--- config.mk ---
export PLATFORM = sky130hd
export DESIGN_NAME = reg_read_scoreboard
export DESIGN_NICKNAME = d
export VERILOG_FILES = /design/src/rtl/reg_read_scoreboard.sv
export SDC_FILE = /design/constraint.sdc
export NUM_CORES = 1
export LEC_CHECK = 0
export BUFFER_PORTS_ARGS = -buffer_cell sky130_fd_sc_hd__buf_4
export CELL_PAD_IN_SITES_DETAIL_PLACEMENT = 1
export CELL_PAD_IN_SITES_GLOBAL_PLACEMENT = 1
export CORE_ASPECT_RATIO = 0.6
export CORE_MARGIN = 2
export CORE_UTILIZATION = 40
export CTS_BUF_LIST = sky130_fd_sc_hd__clkbuf_4 sky130_fd_sc_hd__clkbuf_8 sky130_fd_sc_hd__clkbuf_16
export DETAILED_ROUTE_END_ITERATION = 10
export PLACE_DENSITY = 0.85
export SLEW_MARGIN = 20
export SYNTH_ARGS = -nofsm -noshare
export SYNTH_HDL_FRONTEND = slang
export SYNTH_SLANG_ARGS = --single-unit
--- constraint.sdc ---
create_clock -name i_clock -period 8.01 [get_ports i_clock]
set_input_delay 0.4005 -clock i_clock [delete_from_list [all_inputs] [get_ports i_clock]]
set_output_delay 0.4005 -clock i_clock [all_outputs]
set_load 0.05 [all_outputs]
--- src/rtl/reg_read_scoreboard.sv ---
// Pending-write scoreboard for the decode stage: tracks outstanding register writes and
// stalls a decoded instruction whose sources still have a write in flight.
module reg_read_scoreboard (
  input  logic        i_clock,
  input  logic        i_reset,
  input  logic        i_dec_valid,
  input  logic [31:0] i_dec_insn,
  input  logic        i_issue_valid,
  input  logic [31:0] i_issue_insn,
  input  logic        i_wb_valid,
  input  logic [4:0]  i_wb_reg,
  output logic        o_stall,
  output logic [31:0] o_pending,
  output logic [31:0] o_stall_cycles
);

  localparam logic [4:0] OpRType = 5'b00000;
  localparam logic [4:0] OpJ     = 5'b00001;
  localparam logic [4:0] OpBne   = 5'b00010;
  localparam logic [4:0] OpJal   = 5'b00011;
  localparam logic [4:0] OpJr    = 5'b00100;
  localparam logic [4:0] OpAddi  = 5'b00101;
  localparam logic [4:0] OpBlt   = 5'b00110;
  localparam logic [4:0] OpSw    = 5'b00111;
  localparam logic [4:0] OpLw    = 5'b01000;
  localparam logic [4:0] OpSetx  = 5'b10101;
  localparam logic [4:0] OpBex   = 5'b10110;

  logic [31:0] r_pending;
  logic [31:0] r_stall_cycles;

  logic [4:0]  w_dec_op;
  logic [4:0]  w_dec_rd;
  logic [4:0]  w_dec_rs;
  logic [4:0]  w_dec_rt;
  logic [4:0]  w_iss_op;
  logic [4:0]  w_iss_dest;
  logic [31:0] w_read_mask;
  logic [31:0] w_set_mask;
  logic [31:0] w_clr_mask;
  logic [31:0] w_hit;
  logic [31:0] w_pending_d;
  logic        w_stall;
  logic        w_unused;

  function automatic logic [31:0] onehot(input logic [4:0] idx);
    onehot = 32'h1 << idx;
  endfunction

  assign w_dec_op = i_dec_insn[31:27];
  assign w_dec_rd = i_dec_insn[26:22];
  assign w_dec_rs = i_dec_insn[21:17];
  assign w_dec_rt = i_dec_insn[16:12];
  assign w_iss_op = i_issue_insn[31:27];

  // Immediate / offset fields play no part in hazard tracking.
  assign w_unused = ^{i_dec_insn[11:0], i_issue_insn[21:0]};

  always_comb begin
    w_read_mask = '0;
    case (w_dec_op)
      OpRType:             w_read_mask = onehot(w_dec_rs) | onehot(w_dec_rt);
      OpAddi, OpLw:        w_read_mask = onehot(w_dec_rs);
      OpSw, OpBne, OpBlt:  w_read_mask = onehot(w_dec_rd) | onehot(w_dec_rs);
      OpJr:                w_read_mask = onehot(w_dec_rd);
      OpBex:               w_read_mask = onehot(5'd30);
      OpJ, OpJal, OpSetx:  w_read_mask = '0;
      default:             w_read_mask = '0;
    endcase
  end

  always_comb begin
    w_iss_dest = 5'd0;
    case (w_iss_op)
      OpRType, OpAddi, OpLw: w_iss_dest = i_issue_insn[26:22];
      OpJal:                 w_iss_dest = 5'd31;
      OpSetx:                w_iss_dest = 5'd30;
      default:               w_iss_dest = 5'd0;
    endcase
  end

  assign w_set_mask = i_issue_valid ? (onehot(w_iss_dest) & ~32'h1) : '0;
  assign w_clr_mask = i_wb_valid ? (onehot(i_wb_reg) & ~32'h1) : '0;

  // A source being written back this cycle is bypassed, so it never stalls.
  assign w_hit   = w_read_mask & r_pending & ~w_clr_mask & ~32'h1;
  assign w_stall = i_dec_valid & (|w_hit);

  // Set is applied after clear so a fresh issue outlives a same-register writeback.
  assign w_pending_d = ((r_pending & ~w_clr_mask) | w_set_mask) & ~32'h1;

  always_ff @(posedge i_clock) begin
    if (i_reset) begin
      r_pending      <= '0;
      r_stall_cycles <= '0;
    end else begin
      r_pending <= w_pending_d;
      if (w_stall && (r_stall_cycles != 32'hFFFF_FFFF)) begin
        r_stall_cycles <= r_stall_cycles + 32'd1;
      end
    end
  end

  assign o_stall        = w_stall;
  assign o_pending      = r_pending;
  assign o_stall_cycles = r_stall_cycles;

endmodule

---- Yosys cells after proc, flatten, opt, wreduce, memory -nomap -nowiden ----
Index checks and enable logic that the tools add are counted.
operators by class
  add/sub/neg operators ................... 1
  eq/ne operators ......................... 12
  shift-type cells ........................ 5
  muxes and demuxes ....................... 4
  bitwise logic cells ..................... 8
  reduce and logical (&&, ||, !) cells .... 7
operators with widths
  kind                                                                    count
  32-bit one-hot mux with 5 select lines                                  1
  1-bit by 5-bit left shift with 32-bit output (first input constant)     5
  32-bit bitwise AND                                                      3
  32-bit OR                                                               3
  32-bit 2-to-1 mux                                                       2
  32-bit by 1-bit adder with 32-bit output (second input constant)        1
  32-bit != test (second input constant)                                  1
  32-bit inverter                                                         1
  31-bit OR reduction                                                     1
  5-bit by 3-bit equality test with 1-bit output (second input constant)  5
  5-bit one-hot mux with 3 select lines                                   1
  5-bit by 2-bit equality test with 1-bit output (second input constant)  2
  5-bit by 4-bit equality test with 1-bit output (second input constant)  2
  5-bit equality test (second input constant)                             2
  5-bit zero test                                                         2
  3-bit OR reduction                                                      2
  2-bit OR reduction                                                      1
  1-bit bitwise AND                                                       1
  1-bit logical AND                                                       1
word-level totals
  bits in registers ....................... 64
  bits of input ports ..................... 74
  output and inout port bits .............. 65
  word-level logic and storage cells ...... 40

---- Longest topological paths before layout ----
  depth in word-level cells ............... 8
  gate-level depth with buffers ........... 15
  gate-level depth less buffers ........... 9

---- Worst setup path after synthesis ----
Ideal clock, no wire load.
  path kind ............................... input to output
  start ................................... input port i_dec_insn[31]
  end ..................................... output port o_stall
  arrival ................................. 2929 ps
  required time ........................... 7609 ps
  path slack .............................. 4680 ps
  cell stages on the path ................. 13
  buffers on the path ..................... 5
  cells stage by stage .................... buf_4 or3_4 o22ai_4 buf_6 nand2_1 a21oi_1 nor4_1 and4_1 and4_1 buf_6 buf_6 buf_2 nor2_1
between the ends
  cells in the longest elaborated chain, start to end .. 7
  elaborated cells between the ends (all ways) .. 15
  classes of those cells .................. eq/ne: 7; mux: 1; bitwise: 3; reduce/logical: 4
ends and longest elaborated chain
  element                                                                 RTL line  text
  start: declaration                                                      7         input logic [31:0] i_dec_insn,
  5-bit by 3-bit equality test with 1-bit output (tied with other cells)  61        case (w_dec_op)
  3-bit OR reduction or 2-bit OR reduction (tied branches)                61
  32-bit one-hot mux with 5 select lines *                                61
  32-bit bitwise AND * (2 in a row)                                       86        assign w_hit = w_read_mask & r_pending & ~w_clr_mask & ~32'h1;
  31-bit OR reduction *                                                   87        assign w_stall = i_dec_valid & (|w_hit);
  1-bit bitwise AND *                                                     87
  end: declaration                                                        12        output logic o_stall,
Every way passes the cells marked *; elsewhere a longest branch is shown, timed or not.

---- Worst setup path in the final report ----
  start ................................... input port i_dec_insn[27]
  end ..................................... output port o_stall
The elaborated chain is that of the path after synthesis.

==> run_results.csv <==
group,metric,value,unit
clock_network,clock-sinks,63,
critical_path,r2r_start,"o_stall_cycles[6]",
critical_path,end_kind,"primary output",
clock_network,clock_latency,0.33,ns
layout,area_growth,25.0,%
sta,fin_crit_sh,0.518,
grt,grt_overflow,0,
critical_path,startpoint,"i_dec_insn[27]",
floorplan,die-area,0.0119,sq mm
clock_network,cts_setup_buffers,0,
sta,setup_viol,0,
clock_network,clockBufferDepth,2,
clock_network,clockRootBuffer,"clkbuf_16",
clock_network,cts_made_buffers,9,
clock_network,clk_pin_slew,0.06,ns
detailed_routing,drtIter0Drc,500,
sta,fmax,241,MHz
detailed_routing,route.detailed.drc,0,
placement,dpl.hpwl,14.0,mm
sta,grt_setup_unrepaired,"no",
detailed_routing,wl_per_cell,22.9,um
critical_path,crit_fanout,51,
floorplan,coreArea,0.0106,sq mm
synth,syn_area_per_cell,7.49,sq um
detailed_routing,vias,5267,
layout,final_common_cell,"buf_4",
layout,final_nets,744,
synth,async_reset_ff_frac,0,
floorplan,rows,29,
floorplan,die_x,139,um
power,p_per_area,153,mW/mm^2
critical_path,cp-start-kind,"input pin",
sta,tightest_slew,0.971,ns
layout,fin_util,0.518,
sta,fin_crit,4.15,ns
synth,synth_area,0.00440,sq mm
critical_path,crit_type,"input pin to primary output",
clock_network,hold_buffers,0,
placement,numPortBuffers,103,
grt,antenna_found_initial,2,
synth,synth-seq-cells,63,
worst_hold_path,hp-class,"input pin to flop",
floorplan,io_pins,139,
synth,synthesis.nets,663,
run_status,status,"finished, final reports clean",
placement,gp_congestion,1.06,
detailed_routing,routed_via_density,6.48,
sta,finalHoldViolCount,0,
power,ir_drop,0.118,mV
critical_path,cp.required,7.61,ns
clock_network,cts.repair.resized,0,
critical_path,crit_arrival,3.75,ns
sta,setup_tns,0,ns
layout,most-common-layout-cells,"106 x buf_4, 84 x a21oi_1, 80 x nand2_1",
synth,ys_types,57,
detailed_routing,wirelength,18.6,mm
run,maxCapViolCount,0,
sta,clock_skew,0.00946,ns
synth,synthFlopType,"dfxtp_1",
sta,max-slew-margin-rel,0.347,
layout,drive_gt1_frac,0.212,
grt,grt_max_degree,77,
synth,seq_area_frac_synth,0.287,
clock_network,h-tree-depth,3,
grt,grt_use_total,0.310,
worst_hold_path,hp-start,"i_issue_insn[24]",
synth,synth_warnings,0,
clock_network,cts_tree,"done",
detailed_routing,first_pass_iters,5,
sta,slew_violations,0,
detailed_routing,ant_nets,0,
synth,synth_cells,588,
synth,synth_edf_count,0,
floorplan,start_util,0.414,
power,leakage,1.86,nW
grt,grt_pass1_vias,5097,
floorplan,die_h,85.3,um
grt,grt_pass1_wl,29.1,mm
[cells by family after synthesis]
family / synth area share
buf+inv: 0.0486
other cells: 0.000852
flops: 0.287
mux: 0.0355
compound gates: 0.260
fa+ha+maj: 0.00512
simple gates: 0.364
[report_power, final]
| part | internal [mW] | switching (mW) | total (mW) |
|---|---|---|---|
| clock | 0.286 | 0.146 | 0.432 |
| sequential | 0.314 | 0.000680 | 0.315 |
| combinational | 0.0301 | 0.0660 | 0.0961 |
[worst max-delay path: stages]
cell and delay, ns:
buf_4 0.15, inv_1 0.05, maj3_1 0.71, a32oi_1 0.65
a21oi_1 0.14, nor4_1 0.46, and4_1 0.25, and4_1 0.19
buf_4 0.43, nor2_1 0.10, buf_4 0.21
[metal layers]
| metal | wire [um] | track usage |
|---|---|---|
| met5 | 13 | 0 |
| met4 | 220 | 0.0716 |
| met3 | 1960 | 0.109 |
| met2 | 7740 | 0.444 |
| met1 | 8710 | 0.445 |
[layout make-up]
cell class                      instances  area, sq um
Fill cell                            1326         5130
Multi-Input combinational cell        486         2940
Sequential cell                        63         1260
Timing Repair Buffer                  106          796
Clock buffer                           12          254
Tap cell                              139          174
Clock inverter                          3         67.6
Inverter                                3         11.3
Antenna cell                            1         2.50
[flip-flops by register name (all words and copies together) (netlist names)]
name and count:
o_stall_cycles 32, o_pending 31
[final timing paths]
path | to | slack [ns] | cells after the start
setup / recovery | o_stall | 3.86 | 11
hold / removal | o_pending[18] | 0.47 | 4
setup reg to reg | o_stall_cycles[0] | 4.61 | 8
hold reg to reg | o_stall_cycles[11] | 0.50 | 2
[stage by stage]
stage / hold slack (ns) / cells / instance area (sq um) / power, mW / worst slack [ns]
finish: 0.474 / 813 / 5500 / 0.843 / 3.86
global route: 0.476 / 812 / 5500 / 0.864 / 3.78
CTS: 0.458 / 812 / 5500 / 0.841 / 4.05
detailed placement: 0.487 / 797 / 5170 / 0.415 / 4.06
global placement: 0.471 / 797 / 5170 / 0.410 / 4.19
floorplan: 0.617 / 588 / 4400 / 0.376 / 4.68
[cells in the mapped netlist, types with 5 or more instances]
cell	instances	area share
a32o_1	6	0.014
nand3_1	19	0.022
a32oi_1	22	0.044
mux2_1	12	0.031
nor2_1	50	0.043
clkbuf_1	15	0.013
o31ai_1	17	0.029
buf_2	9	0.010
nand2_1	80	0.068
nor4b_2	5	0.017
nor2b_1	16	0.023
buf_6	6	0.015
nor4_1	12	0.017
o21ai_0	36	0.041
and3_1	11	0.016
or4_1	16	0.027
dfxtp_1	63	0.29
nor3_1	14	0.016
nand2b_1	10	0.014
nor3b_1	7	0.012
a21oi_1	84	0.096
nand4_1	10	0.014
(Power assumes the default switching activity.)
